### config.mk
export PLATFORM = sky130hd
export DESIGN_NAME = pkt_frame_builder
export DESIGN_NICKNAME = d
export VERILOG_FILES = /design/src/rtl/pkt_frame_builder.sv
export SDC_FILE = /design/constraint.sdc
export NUM_CORES = 1
export LEC_CHECK = 0
export CORE_UTILIZATION = 36
export DETAILED_ROUTE_END_ITERATION = 8
export HOLD_SLACK_MARGIN = 0.08
export PLACE_DENSITY = 0.56
export SLEW_MARGIN = 20
export SYNTH_ARGS = -nofsm -noshare
export SYNTH_HDL_FRONTEND = slang
export SYNTH_SLANG_ARGS = --single-unit
### constraint.sdc
create_clock -name clk -period 24.7 [get_ports clk]
set_input_delay 6.175 -clock clk [delete_from_list [all_inputs] [get_ports clk]]
set_output_delay 6.175 -clock clk [all_outputs]
set_load 0.02 [all_outputs]
### src/rtl/pkt_frame_builder.sv
// Builds Ethernet/IPv4/UDP frames (no FCS) on a 64-bit AXI4-Stream from {five-tuple, length}
// descriptors held in a 2-entry buffer with credit-style registered ready.
module pkt_frame_builder #(
  parameter int unsigned PKT_TUPLE_WIDTH = 104,
  parameter int unsigned PKT_LEN_WIDTH   = 16,
  parameter int unsigned DATA_WIDTH      = 64,
  parameter int unsigned MIN_PKT_LEN     = 60,
  parameter int unsigned MAX_PKT_LEN     = 1514,
  parameter logic [47:0] DST_MAC         = 48'h00_11_22_33_44_55,
  parameter logic [47:0] SRC_MAC         = 48'h00_AA_BB_CC_DD_EE
) (
  input  logic                       clk,
  input  logic                       resetn,
  input  logic [PKT_TUPLE_WIDTH-1:0] tuple_in,
  input  logic [PKT_LEN_WIDTH-1:0]   pkt_len_in,
  input  logic                       tuple_in_vld,
  output logic                       tuple_in_ready,
  output logic [DATA_WIDTH-1:0]      m_axis_tdata,
  output logic [DATA_WIDTH/8-1:0]    m_axis_tkeep,
  output logic                       m_axis_tvalid,
  output logic                       m_axis_tlast,
  input  logic                       m_axis_tready,
  output logic [31:0]                pkt_count,
  output logic                       overflow_err
);

  localparam int unsigned NumLanes = DATA_WIDTH / 8;
  localparam int unsigned LenW     = PKT_LEN_WIDTH;
  localparam int unsigned OffW     = LenW + 3;
  localparam logic [LenW-1:0] MinLen = LenW'(MIN_PKT_LEN);
  localparam logic [LenW-1:0] MaxLen = LenW'(MAX_PKT_LEN);

  localparam logic [1:0] StIdle = 2'd0;
  localparam logic [1:0] StLoad = 2'd1;
  localparam logic [1:0] StSend = 2'd2;

  logic [1:0] state_q, state_d;

  // Descriptor buffer
  logic [PKT_TUPLE_WIDTH-1:0] buf_tuple_q [2];
  logic [LenW-1:0]            buf_len_q   [2];
  logic                       wr_ptr_q, rd_ptr_q;
  logic [1:0]                 occ_q, occ_d;
  logic                       ready_q, ready_d;
  logic                       overflow_q;
  logic                       pop, wr_en;

  assign pop   = (state_q == StLoad);
  // A pop in the same cycle frees a slot, so a write into a full buffer is only lost without one.
  assign wr_en = tuple_in_vld && ((occ_q != 2'd2) || pop);

  always_comb begin
    occ_d = occ_q;
    if (wr_en && !pop) begin
      occ_d = occ_q + 2'd1;
    end else if (!wr_en && pop) begin
      occ_d = occ_q - 2'd1;
    end
  end

  // Each ready cycle reserves a slot for a valid that may land one cycle later.
  assign ready_d = ({1'b0, occ_d} + {2'b00, ready_q}) < 3'd2;

  always_ff @(posedge clk) begin
    if (!resetn) begin
      wr_ptr_q   <= 1'b0;
      rd_ptr_q   <= 1'b0;
      occ_q      <= 2'd0;
      ready_q    <= 1'b0;
      overflow_q <= 1'b0;
    end else begin
      if (wr_en) begin
        wr_ptr_q <= ~wr_ptr_q;
      end
      if (pop) begin
        rd_ptr_q <= ~rd_ptr_q;
      end
      occ_q   <= occ_d;
      ready_q <= ready_d;
      if (tuple_in_vld && !wr_en) begin
        overflow_q <= 1'b1;
      end
    end
  end

  always_ff @(posedge clk) begin
    if (wr_en) begin
      buf_tuple_q[wr_ptr_q] <= tuple_in;
      buf_len_q[wr_ptr_q]   <= pkt_len_in;
    end
  end

  // Descriptor load: clamp and header checksum
  logic [PKT_TUPLE_WIDTH-1:0] head_tuple;
  logic [LenW-1:0]            head_len, clamp_len;
  logic [15:0]                load_ip_len;
  logic [19:0]                csum_sum;
  logic [16:0]                csum_fold1;
  logic [15:0]                csum_fold2;
  logic [15:0]                load_csum;

  assign head_tuple = buf_tuple_q[rd_ptr_q];
  assign head_len   = buf_len_q[rd_ptr_q];

  always_comb begin
    clamp_len = head_len;
    if (head_len < MinLen) begin
      clamp_len = MinLen;
    end else if (head_len > MaxLen) begin
      clamp_len = MaxLen;
    end
  end

  assign load_ip_len = 16'(clamp_len - LenW'(14));

  // Zero-valued header halfwords (id, checksum field) are left out of the sum.
  always_comb begin
    csum_sum = 20'h04500
             + {4'h0, load_ip_len}
             + 20'h04000
             + {4'h0, 8'h40, head_tuple[7:0]}
             + {4'h0, head_tuple[103:88]}
             + {4'h0, head_tuple[87:72]}
             + {4'h0, head_tuple[71:56]}
             + {4'h0, head_tuple[55:40]};
    csum_fold1 = {1'b0, csum_sum[15:0]} + {13'b0, csum_sum[19:16]};
    csum_fold2 = csum_fold1[15:0] + {15'b0, csum_fold1[16]};
  end

  assign load_csum = ~csum_fold2;

  // Current frame context
  logic [PKT_TUPLE_WIDTH-1:0] cur_tuple_q;
  logic [LenW-1:0]            cur_len_q;
  logic [15:0]                cur_csum_q;
  logic [LenW-1:0]            beat_q, last_beat_q;
  logic [31:0]                pkt_count_q;
  logic                       send, accept, is_last;

  assign send    = (state_q == StSend);
  assign is_last = (beat_q == last_beat_q);
  assign accept  = send && m_axis_tready;

  always_comb begin
    state_d = state_q;
    unique case (state_q)
      StIdle: if (occ_q != 2'd0) state_d = StLoad;
      StLoad: state_d = StSend;
      StSend: begin
        if (accept && is_last) begin
          state_d = (occ_d != 2'd0) ? StLoad : StIdle;
        end
      end
      default: state_d = StIdle;
    endcase
  end

  always_ff @(posedge clk) begin
    if (!resetn) begin
      state_q     <= StIdle;
      cur_tuple_q <= '0;
      cur_len_q   <= '0;
      cur_csum_q  <= '0;
      beat_q      <= '0;
      last_beat_q <= '0;
      pkt_count_q <= '0;
    end else begin
      state_q <= state_d;
      if (pop) begin
        cur_tuple_q <= head_tuple;
        cur_len_q   <= clamp_len;
        cur_csum_q  <= load_csum;
        beat_q      <= '0;
        last_beat_q <= (clamp_len - LenW'(1)) >> 3;
      end else if (accept && !is_last) begin
        beat_q <= beat_q + LenW'(1);
      end
      if (accept && is_last) begin
        pkt_count_q <= pkt_count_q + 32'd1;
      end
    end
  end

  // Frame header bytes in network order; entries past offset 41 are never selected.
  logic [7:0]  hdr [64];
  logic [15:0] ip_len, udp_len;

  assign ip_len  = 16'(cur_len_q - LenW'(14));
  assign udp_len = 16'(cur_len_q - LenW'(34));

  always_comb begin
    for (int k = 0; k < 64; k++) begin
      hdr[k] = 8'h00;
    end
    for (int k = 0; k < 6; k++) begin
      hdr[k]     = DST_MAC[8*(5-k) +: 8];
      hdr[k + 6] = SRC_MAC[8*(5-k) +: 8];
    end
    hdr[12] = 8'h08;
    hdr[14] = 8'h45;
    hdr[16] = ip_len[15:8];
    hdr[17] = ip_len[7:0];
    hdr[20] = 8'h40;
    hdr[22] = 8'h40;
    hdr[23] = cur_tuple_q[7:0];
    hdr[24] = cur_csum_q[15:8];
    hdr[25] = cur_csum_q[7:0];
    for (int k = 0; k < 4; k++) begin
      hdr[26 + k] = cur_tuple_q[96 - 8*k +: 8];
      hdr[30 + k] = cur_tuple_q[64 - 8*k +: 8];
    end
    hdr[34] = cur_tuple_q[39:32];
    hdr[35] = cur_tuple_q[31:24];
    hdr[36] = cur_tuple_q[23:16];
    hdr[37] = cur_tuple_q[15:8];
    hdr[38] = udp_len[15:8];
    hdr[39] = udp_len[7:0];
  end

  // Output lanes are a pure function of registered state, so they hold while stalled.
  logic [OffW-1:0] lane_off;
  logic [7:0]      lane_byte;
  logic            lane_en;

  always_comb begin
    m_axis_tdata = '0;
    m_axis_tkeep = '0;
    lane_off     = '0;
    lane_byte    = '0;
    lane_en      = 1'b0;
    for (int i = 0; i < NumLanes; i++) begin
      lane_off  = {beat_q, 3'(i)};
      lane_en   = send && (lane_off < {3'b000, cur_len_q});
      lane_byte = (lane_off < OffW'(42)) ? hdr[lane_off[5:0]] : (lane_off[7:0] - 8'd42);
      m_axis_tdata[8*i +: 8] = lane_en ? lane_byte : 8'h00;
      m_axis_tkeep[i]        = lane_en;
    end
  end

  assign m_axis_tvalid  = send;
  assign m_axis_tlast   = send && is_last;
  assign tuple_in_ready = ready_q;
  assign pkt_count      = pkt_count_q;
  assign overflow_err   = overflow_q;

endmodule

==> results of run 1 <==
-- metal layers --
metal,track usage (%),wire [um],vias to the layer above
met1,30.2,31400,8295
li1,-,-,7999
met2,36.9,33500,513
met3,2.72,3360,118
met4,8.57,2600,0
met5,0,0,-
-- through the flow --
step           util, %  hold WS (ns)  worst slack (ns)  cells
2_1_floorplan        -         0.428             12.61   2132
3_3_place_gp      41.6         0.426             13.77   3044
3_5_place_dp      41.6         0.435             13.43   3044
4_1_cts           44.4         0.448             13.37   3136
5_1_grt           44.4         0.459             12.27   3136
6_report          44.4         0.442             13.27   3136
-- synthesized netlist by cell type (all sizes together) (3+ instances only) --
library cell,number,share of area [%]
a2111oi,3,0.15
a211o,3,0.12
a211oi,104,3.5
a21o,21,0.71
a21oi,106,2.4
a221oi,28,1.1
a22oi,4,0.13
a311oi,8,0.31
a31oi,14,0.39
and2,14,0.39
and3,21,0.59
and4,4,0.16
buf,22,0.47
clkbuf,100,1.7
dfxtp,206,19
edfxtp,240,32
fa,57,5.1
ha,58,3.3
inv,123,2.1
mux2,50,2.5
mux2i,71,3.2
nand2,109,1.8
nand2b,8,0.22
nand3,31,0.75
nand3b,5,0.17
nand4,18,0.51
nand4b,3,0.12
nor2,283,4.8
nor2b,10,0.28
nor3,105,2.4
nor4,13,0.45
o211ai,11,0.37
o21a,8,0.27
o21ai,84,1.9
o22ai,3,0.11
o311ai,3,0.12
o31ai,6,0.20
or2,7,0.20
or3,22,0.64
or4,4,0.15
xnor2,74,2.9
xor2,31,1.2
-- worst max-delay path, delay by kind of cell, from the launching register on --
kind                       cells  cell delay (ns)
AOI/OAI and AO/OA             12             3.55
adders and majority gates      8             2.76
and+or+nand+nor               11             2.00
buffers and inverters          6             1.07
muxes                          2             0.94
DFF                            1             0.64
xor gates and xnor gates       2             0.34
-- worst min-delay path by stage --
stage                          end  slack [ns]
finish              tuple_in_ready        0.44
CTS                 tuple_in_ready        0.45
global placement    tuple_in_ready        0.43
global route        tuple_in_ready        0.46
floorplan           cur_csum_q[12]        0.43
detailed placement  tuple_in_ready        0.44
-- layout make-up --
cell class	count	area [sq um]
clock buffers	70	1340
clock inverters	22	322
fillers	5787	33800
inverters	125	472
multi-input cells	1439	10100
flip-flops and latches	446	11300
well taps	782	978
repair buffers	252	2480
-- cell families (layout without fill, tap and decap cells) --
group	Yosys count	count (layout)	share of synthesized area, %
buffers and inverters	247	469	4.26
muxes	121	121	5.71
adders and majority gates	115	115	8.38
AOI/OAI and AO/OA	426	426	12.6
and+or+nand+nor	667	667	14.0
other	2	5	0.0337
DFF	446	446	50.8
xor gates and xnor gates	105	105	4.13
-- cells in the final DEF (no fill, tap or decap), types with 9 or more instances in the layout --
cell type,netlist,routed
edfxtp_1,240,240
and2_1,14,14
nor4_1,10,10
xor2_1,31,31
nor2_1,283,281
mux2i_1,71,71
fa_1,57,57
clkbuf_1,100,17
nor3_1,103,102
dfxtp_1,206,205
clkbuf_16,0,49
a21o_1,21,21
inv_1,122,122
mux2_2,50,50
o21ai_0,83,83
a21oi_1,105,105
clkdlybuf4s50_1,0,231
buf_4,3,20
a31oi_1,14,14
o211ai_1,11,11
nand3_1,30,30
a211oi_1,103,103
and3_1,21,20
xnor2_1,74,74
nand2_1,109,109
nand4_1,18,18
ha_1,58,58
or3_1,21,21
nor2b_1,10,9
a221oi_1,27,27
-- sequential cells by signal (all words and copies together), names as in the netlist, named ones only --
signal / flops
occ_q: 2
overflow_err: 1
cur_tuple_q: 104
wr_ptr_q: 1
buf_tuple_q: 208
cur_len_q: 16
tuple_in_ready: 1
rd_ptr_q: 1
beat_q: 16
cur_csum_q: 16
buf_len_q: 32
state_q: 2
pkt_count: 32
last_beat_q: 13
==> flow_summary.ini, run 1 <==
[outcome]
status = finished, final reports clean

[min_path]
worstHoldStart = tuple_in_ready
holdCritPathClass = flop to flop
whs_path_depth = 1

[synth]
ys.flop_type = edfxtp_1
ys_seq_elements = 446
yosys_warnings = 0
synth-edff-count = 240
ys_async_sr_fraction_pct = 0
synth_cells = 2129
syn_area_sq_mm = 0.0223
syn_avg_cell_area_sq_um = 10.5
seq_area_frac_synth_pct = 50.8
synth_cell_type_count = 82

[timing]
period_minus_slack_ns = 11.43
finalCritPeriodShare_pct = 46.3
skew_ns = 0.0458
worstMarginPinSlew_ns = 1.11
hold_viol = 0
rsz0062_at_grt = false
max_freq_mhz = 87.5
slew_headroom_pct = 26.1
setup_viol_count_final = 0
fin_setup_tns_ns = 0
slew_violations = 0

[floorplanning]
io_pins = 232
dieWidth_um = 251
die-area_sq_mm = 0.0629
core-area_sq_mm = 0.0608
rows = 90
die_y_um = 251
start_util_pct = 36.7

[critical_path]
cpMostUsedCell = ha_1
slowest_stage = mux2i_1
worstPathRequired_ns = 25.20
rr_worst_depth = 41
r2r_slack_ns = 13.27
cp.arrival_ns = 11.92
critPathKind = flop to flop
crit_fanout = 49
max_stage_delay_ns = 0.76
crit_path_end_kind = flop
rr_endpoint = cur_csum_q[15]
start_kind = flop
endpoint = cur_csum_q[15]

[cts]
post-cts-setup-buffers = 0
cts_root_buffer = clkbuf_16
cts_resized = 0
numClockSinks = 446
worstSkewPairLatency_ns = 0.62
h-tree-depth = 2
clkTransAtPathRegs_ns = 0.06
cts_tree = yes
clockBufferDepth = 3
cts_buffers = 49
ctsHoldBuffers = 0

[drt]
routedWlPerCell_um = 22.6
drt_first_pass_iters = 8
postRouteAntennaNets = 0
wl_um = 70900
vias_per_cell = 5.40
drc = 0
first_iter_violations = 1382
vias = 16925

[job]
cap_violations = 0

[global_route]
grt_first_pass_wirelength_um = 106000
overflow = 0
grt_max_degree = 185
grtUsageTotal_pct = 22.5
grt_pass1_vias = 16699
grt_antenna_before_repair = 0

[layout]
final_cell_area_sq_mm = 0.0270
drive_above_1_share_pct = 7.22
syn_to_final_growth_pct = 21.1
finalNetCount = 2552
antenna_cells = 0

[placement]
placement.cell_area_sq_mm = 0.0253
gp_congestion = 0.940
hpwl_um = 53100
port_buffers = 231
Power of run 1 is not shown: default switching activity piles up to over one toggle a cycle in this logic, so the estimate is an artifact.
==> run 2, diff against run 1 <==
==> constraint.sdc (replaced) <==
create_clock -name clk -period 11 [get_ports clk]
set_input_delay 2.75 -clock clk [delete_from_list [all_inputs] [get_ports clk]]
set_output_delay 2.75 -clock clk [all_outputs]
set_load 0.02 [all_outputs]
==> run 2 against run 1 <==
Worst hold slack got worse by 0.010 ns. Utilization grew 0.35 points. Die area is the same. Critical path type unchanged. Critical endpoint unchanged.
==> flow_summary.ini, run 2 (synthesis results as in run 1) <==
[outcome]
status = finished, final reports clean

[floorplanning]
die-area_sq_mm = 0.0629
rows = 90
die_y_um = 251
start_util_pct = 36.7
core-area_sq_mm = 0.0608
dieWidth_um = 251
io_pins = 232

[global_route]
overflow = 0
grt_max_degree = 190
grtUsageTotal_pct = 22.6
grt_first_pass_wirelength_um = 107000
grt_antenna_before_repair = 1
grt_pass1_vias = 16786

[layout]
antenna_cells = 0
final_cell_area_sq_mm = 0.0272
syn_to_final_growth_pct = 22.0
finalNetCount = 2559
fillers = 5775
largest_reg_flops = 208
layout_common_cells = 281 x nor2_1, 240 x edfxtp_1, 231 x clkdlybuf4s50_1
regMostFlops = buf_tuple_q
reg_top3 = buf_tuple_q: 208 flops, cur_tuple_q: 104 flops
final_common_cell = nor2_1
drive_above_1_share_pct = 8.13

[min_path]
holdCritPathClass = flop to flop
whs_path_depth = 1

[critical_path]
cp.arrival_ns = 10.65
worstPathRequired_ns = 11.51
start_kind = flop
crit_family = compound AO/OA/AOI/OAI gates
max_stage_delay_ns = 0.55
crit_buf_inv = 5
crit_path_end_kind = flop
crit_fanout = 29
rr_worst_depth = 39
critical_path_depth = 39
slowest_stage = or3_1
critPathKind = flop to flop

[timing]
skew_ns = 0.0286
setup_viol_count_final = 0
slew_headroom_pct = 26.4
max_freq_mhz = 98.6
worstMarginPinSlew_ns = 1.10
slew_violations = 0
hold_viol = 0
period_minus_slack_ns = 10.14
rsz0062_at_grt = false
hold_ws_ns = 0.432
fin_setup_tns_ns = 0
finalCritPeriodShare_pct = 92.2

[cts]
ctsHoldBuffers = 0
cts_tree = yes
post-cts-setup-buffers = 0
h-tree-depth = 2
cts_buffers = 52
worstSkewPairLatency_ns = 0.63
numClockSinks = 446
clkTransAtPathRegs_ns = 0.06
cts_root_buffer = clkbuf_16
clockBufferDepth = 3

[drt]
wl_um = 71700
drt_first_pass_iters = 7
first_iter_violations = 1145
vias = 16980
drc = 0
postRouteAntennaNets = 0
routedWlPerCell_um = 22.8
vias_per_cell = 5.40

[job]
cap_violations = 0

[placement]
placement.cell_area_sq_mm = 0.0254
port_buffers = 231
hpwl_um = 53500
gp_congestion = 0.943
[run 2: cell count changes in the layout (fill, tap and decap cells not counted), moves of 2 or more]
cell	previous run	this run
inv_16	0	2
clkinv_2	3	8
bufinv_16	5	8
clkbuf_16	49	52
clkbuf_1	17	5
buf_4	20	24
clkinv_16	3	1
inv_6	0	4
[run 2: what timing repair did]
item	in CTS	in global routing
endpoints found under the hold margin	0	0
gates resized for setup	0	2
endpoints found under the setup margin	0	4
[run 2: worst paths after layout]
check,endpoint,from,slack (ns)
min reg2reg,tuple_in_ready,tuple_in_ready,0.43
max,cur_csum_q[15],flop,0.86
min,tuple_in_ready,tuple_in_ready,0.43
max reg2reg,cur_csum_q[15],flop,0.86
[run 2: cell type report]
class | instances | area (sq um) | area share, %
Clock inverter | 36 | 460 | 1.69
Inverter | 125 | 472 | 1.73
Sequential cell | 446 | 11300 | 41.7
Timing Repair Buffer | 256 | 2510 | 9.24
Tap cell | 782 | 978 | 3.60
Multi-Input combinational cell | 1439 | 10100 | 37.0
Clock buffer | 61 | 1370 | 5.02
[run 2: layer usage]
layer  track usage (%)  routed length (um)  share of wire [%]  vias up
li1                  -                   -                  -     8019
met1              30.5               31900                 45     8352
met2              37.1               33800                 47      501
met3              2.65                3360                4.7      108
met4              8.94                2610                3.6        0
met5                 0                   0                  0        -
[run 2: through the flow]
stage	util, %	std cells	worst slack (ns)
after global placement	41.7	3048	0.683
after detailed placement	41.7	3048	0.550
final	44.7	3145	0.860
after CTS	44.7	3145	0.493
after floorplan	-	2132	1.92
after global routing	44.7	3145	0.00760
Power of run 2 is left out for the same reason.
==> run 3, diff against run 2 <==
--- a/config.mk
+++ b/config.mk
@@ -5,10 +5,10 @@
 export SDC_FILE = /design/constraint.sdc
 export NUM_CORES = 1
 export LEC_CHECK = 0
-export CORE_UTILIZATION = 36
+export CORE_UTILIZATION = 55
 export DETAILED_ROUTE_END_ITERATION = 8
 export HOLD_SLACK_MARGIN = 0.08
-export PLACE_DENSITY = 0.56
+export PLACE_DENSITY = 0.79
 export SLEW_MARGIN = 20
 export SYNTH_ARGS = -nofsm -noshare
 export SYNTH_HDL_FRONTEND = slang
==> run 3 against run 2 <==
Via count grew 2.9%. Sequential share of layout area grew 0.97 points. First-iteration DRC count is 59% higher. Critical endpoint is now cur_csum_q[12].
==> flow_summary.ini, run 3 (synthesis results as in run 1) <==
[timing]
finalCritPeriodShare_pct = 91.7
max_freq_mhz = 99.1
fin_setup_tns_ns = 0
finalWorstSetupSlack_ns = 0.908
setup_viol_count_final = 0
skew_ns = 0.0185
rsz0062_at_grt = false
slew_violations = 0
period_minus_slack_ns = 10.09
slew_headroom_pct = 28.8
hold_viol = 0
worstMarginPinSlew_ns = 1.07

[cts]
cts_buffers = 47
clkTransAtPathRegs_ns = 0.06
h-tree-depth = 2
cts_tree = yes
cts_resized = 0
numClockSinks = 446
clockBufferDepth = 3
ctsHoldBuffers = 0
cts_root_buffer = clkbuf_16
worstSkewPairLatency_ns = 0.61

[placement]
gp_congestion = 1.00
dp_cells = 2789
place_ws_ns = 0.884
hpwl_um = 47900
port_buffers = 231

[layout]
final_common_cell = nor2_1
syn_to_final_growth_pct = 19.2
finalNetCount = 2553
drive_above_1_share_pct = 7.23
fillers = 3106
largest_reg_flops = 208
regMostFlops = buf_tuple_q
reg_top3 = buf_tuple_q: 208 flops, cur_tuple_q: 104 flops
register_area_sq_mm = 0.0113
antenna_cells = 0
final_cells = 2877
layout_common_cells = 281 x nor2_1, 240 x edfxtp_1, 231 x clkdlybuf4s50_1
multi_input_area_sq_mm = 0.0100

[drt]
wl_um = 65400
vias_per_cell = 6.07
drt_first_pass_iters = 8
routedWlPerCell_um = 22.7
vias = 17472
first_iter_violations = 1820
postRouteAntennaNets = 0
drc = 0

[floorplanning]
core-area_sq_mm = 0.0398
io_pins = 232
rows = 73
die_y_um = 203
start_util_pct = 56.0
dieWidth_um = 203
die-area_sq_mm = 0.0413

[outcome]
status = finished, final reports clean

[global_route]
grt_antenna_before_repair = 0
grtUsageTotal_pct = 31.7
grt_pass1_vias = 16901
grt_max_degree = 213
grt_first_pass_wirelength_um = 98900
overflow = 0

[critical_path]
r2r_slack_ns = 0.91
critPathKind = flop to flop
max_stage_delay_ns = 0.54
crit_path_end_kind = flop
cp.arrival_ns = 10.53
rr_endpoint = cur_csum_q[12]
slowest_stage = or3_1
endpoint = cur_csum_q[12]
start_kind = flop
rr_worst_depth = 40
crit_fanout = 22
worstPathRequired_ns = 11.44

[min_path]
holdCritPathClass = flop to flop

[job]
cap_violations = 0
## run 3: cell types whose count changed in the layout (fill, tap and decap cells not counted), moves of 3 or more
cell,previous run,this run
clkbuf_16,52,47
clkinv_1,9,15
clkbuf_8,3,0
inv_6,4,1
bufinv_16,8,4
## run 3: worst min path at each step
stage / from / to / cells after the start
floorplan: cur_csum_q[12] / cur_csum_q[12] / 2
global placement: tuple_in_ready / tuple_in_ready / 1
detailed placement: tuple_in_ready / tuple_in_ready / 1
CTS: tuple_in_ready / tuple_in_ready / 1
global route: tuple_in_ready / tuple_in_ready / 1
finish: tuple_in_ready / tuple_in_ready / 1
## run 3: critical path, delay by kind of cell (launching register included)
family / cells / cell delay [ns]
simple gates: 14 / 2.90
xor+xnor: 3 / 0.56
fa+ha+maj: 7 / 2.54
flops: 1 / 0.52
buf+inv: 4 / 0.48
compound gates: 12 / 2.88
## run 3: area by class of cell
| cell class | instances | area share [%] |
|---|---|---|
| clock inverter | 33 | 1.26 |
| inverter | 125 | 1.78 |
| timing repair buffer | 255 | 9.50 |
| multi-input combinational | 1439 | 37.8 |
| clock buffer | 54 | 4.52 |
| tap | 525 | 2.47 |
| sequential | 446 | 42.7 |
## run 3: repair_timing
action | in CTS | in global routing
buffers inserted | 0 | 1
endpoints found under the setup margin | 0 | 3
endpoints found under the hold margin | 0 | 0
## run 3: through the flow
stage / utilization, % / cell area (sq um) / hold slack, ns
finish: 66.7 / 26600 / 0.431
global route: 66.7 / 26600 / 0.449
CTS: 66.7 / 26500 / 0.432
detailed placement: 62.8 / 25000 / 0.423
global placement: 62.8 / 25000 / 0.417
floorplan: - / 22300 / 0.428
## run 3: layer usage
| layer | routed length, um | vias to the layer above | track usage (%) |
|---|---|---|---|
| met5 | 0 | - | 0 |
| met4 | 2680 | 0 | 13.8 |
| met3 | 4590 | 136 | 4.52 |
| met2 | 31400 | 810 | 52.0 |
| met1 | 26700 | 8525 | 42.0 |
| li1 | - | 8001 | - |
Power of run 3 is left out for the same reason.
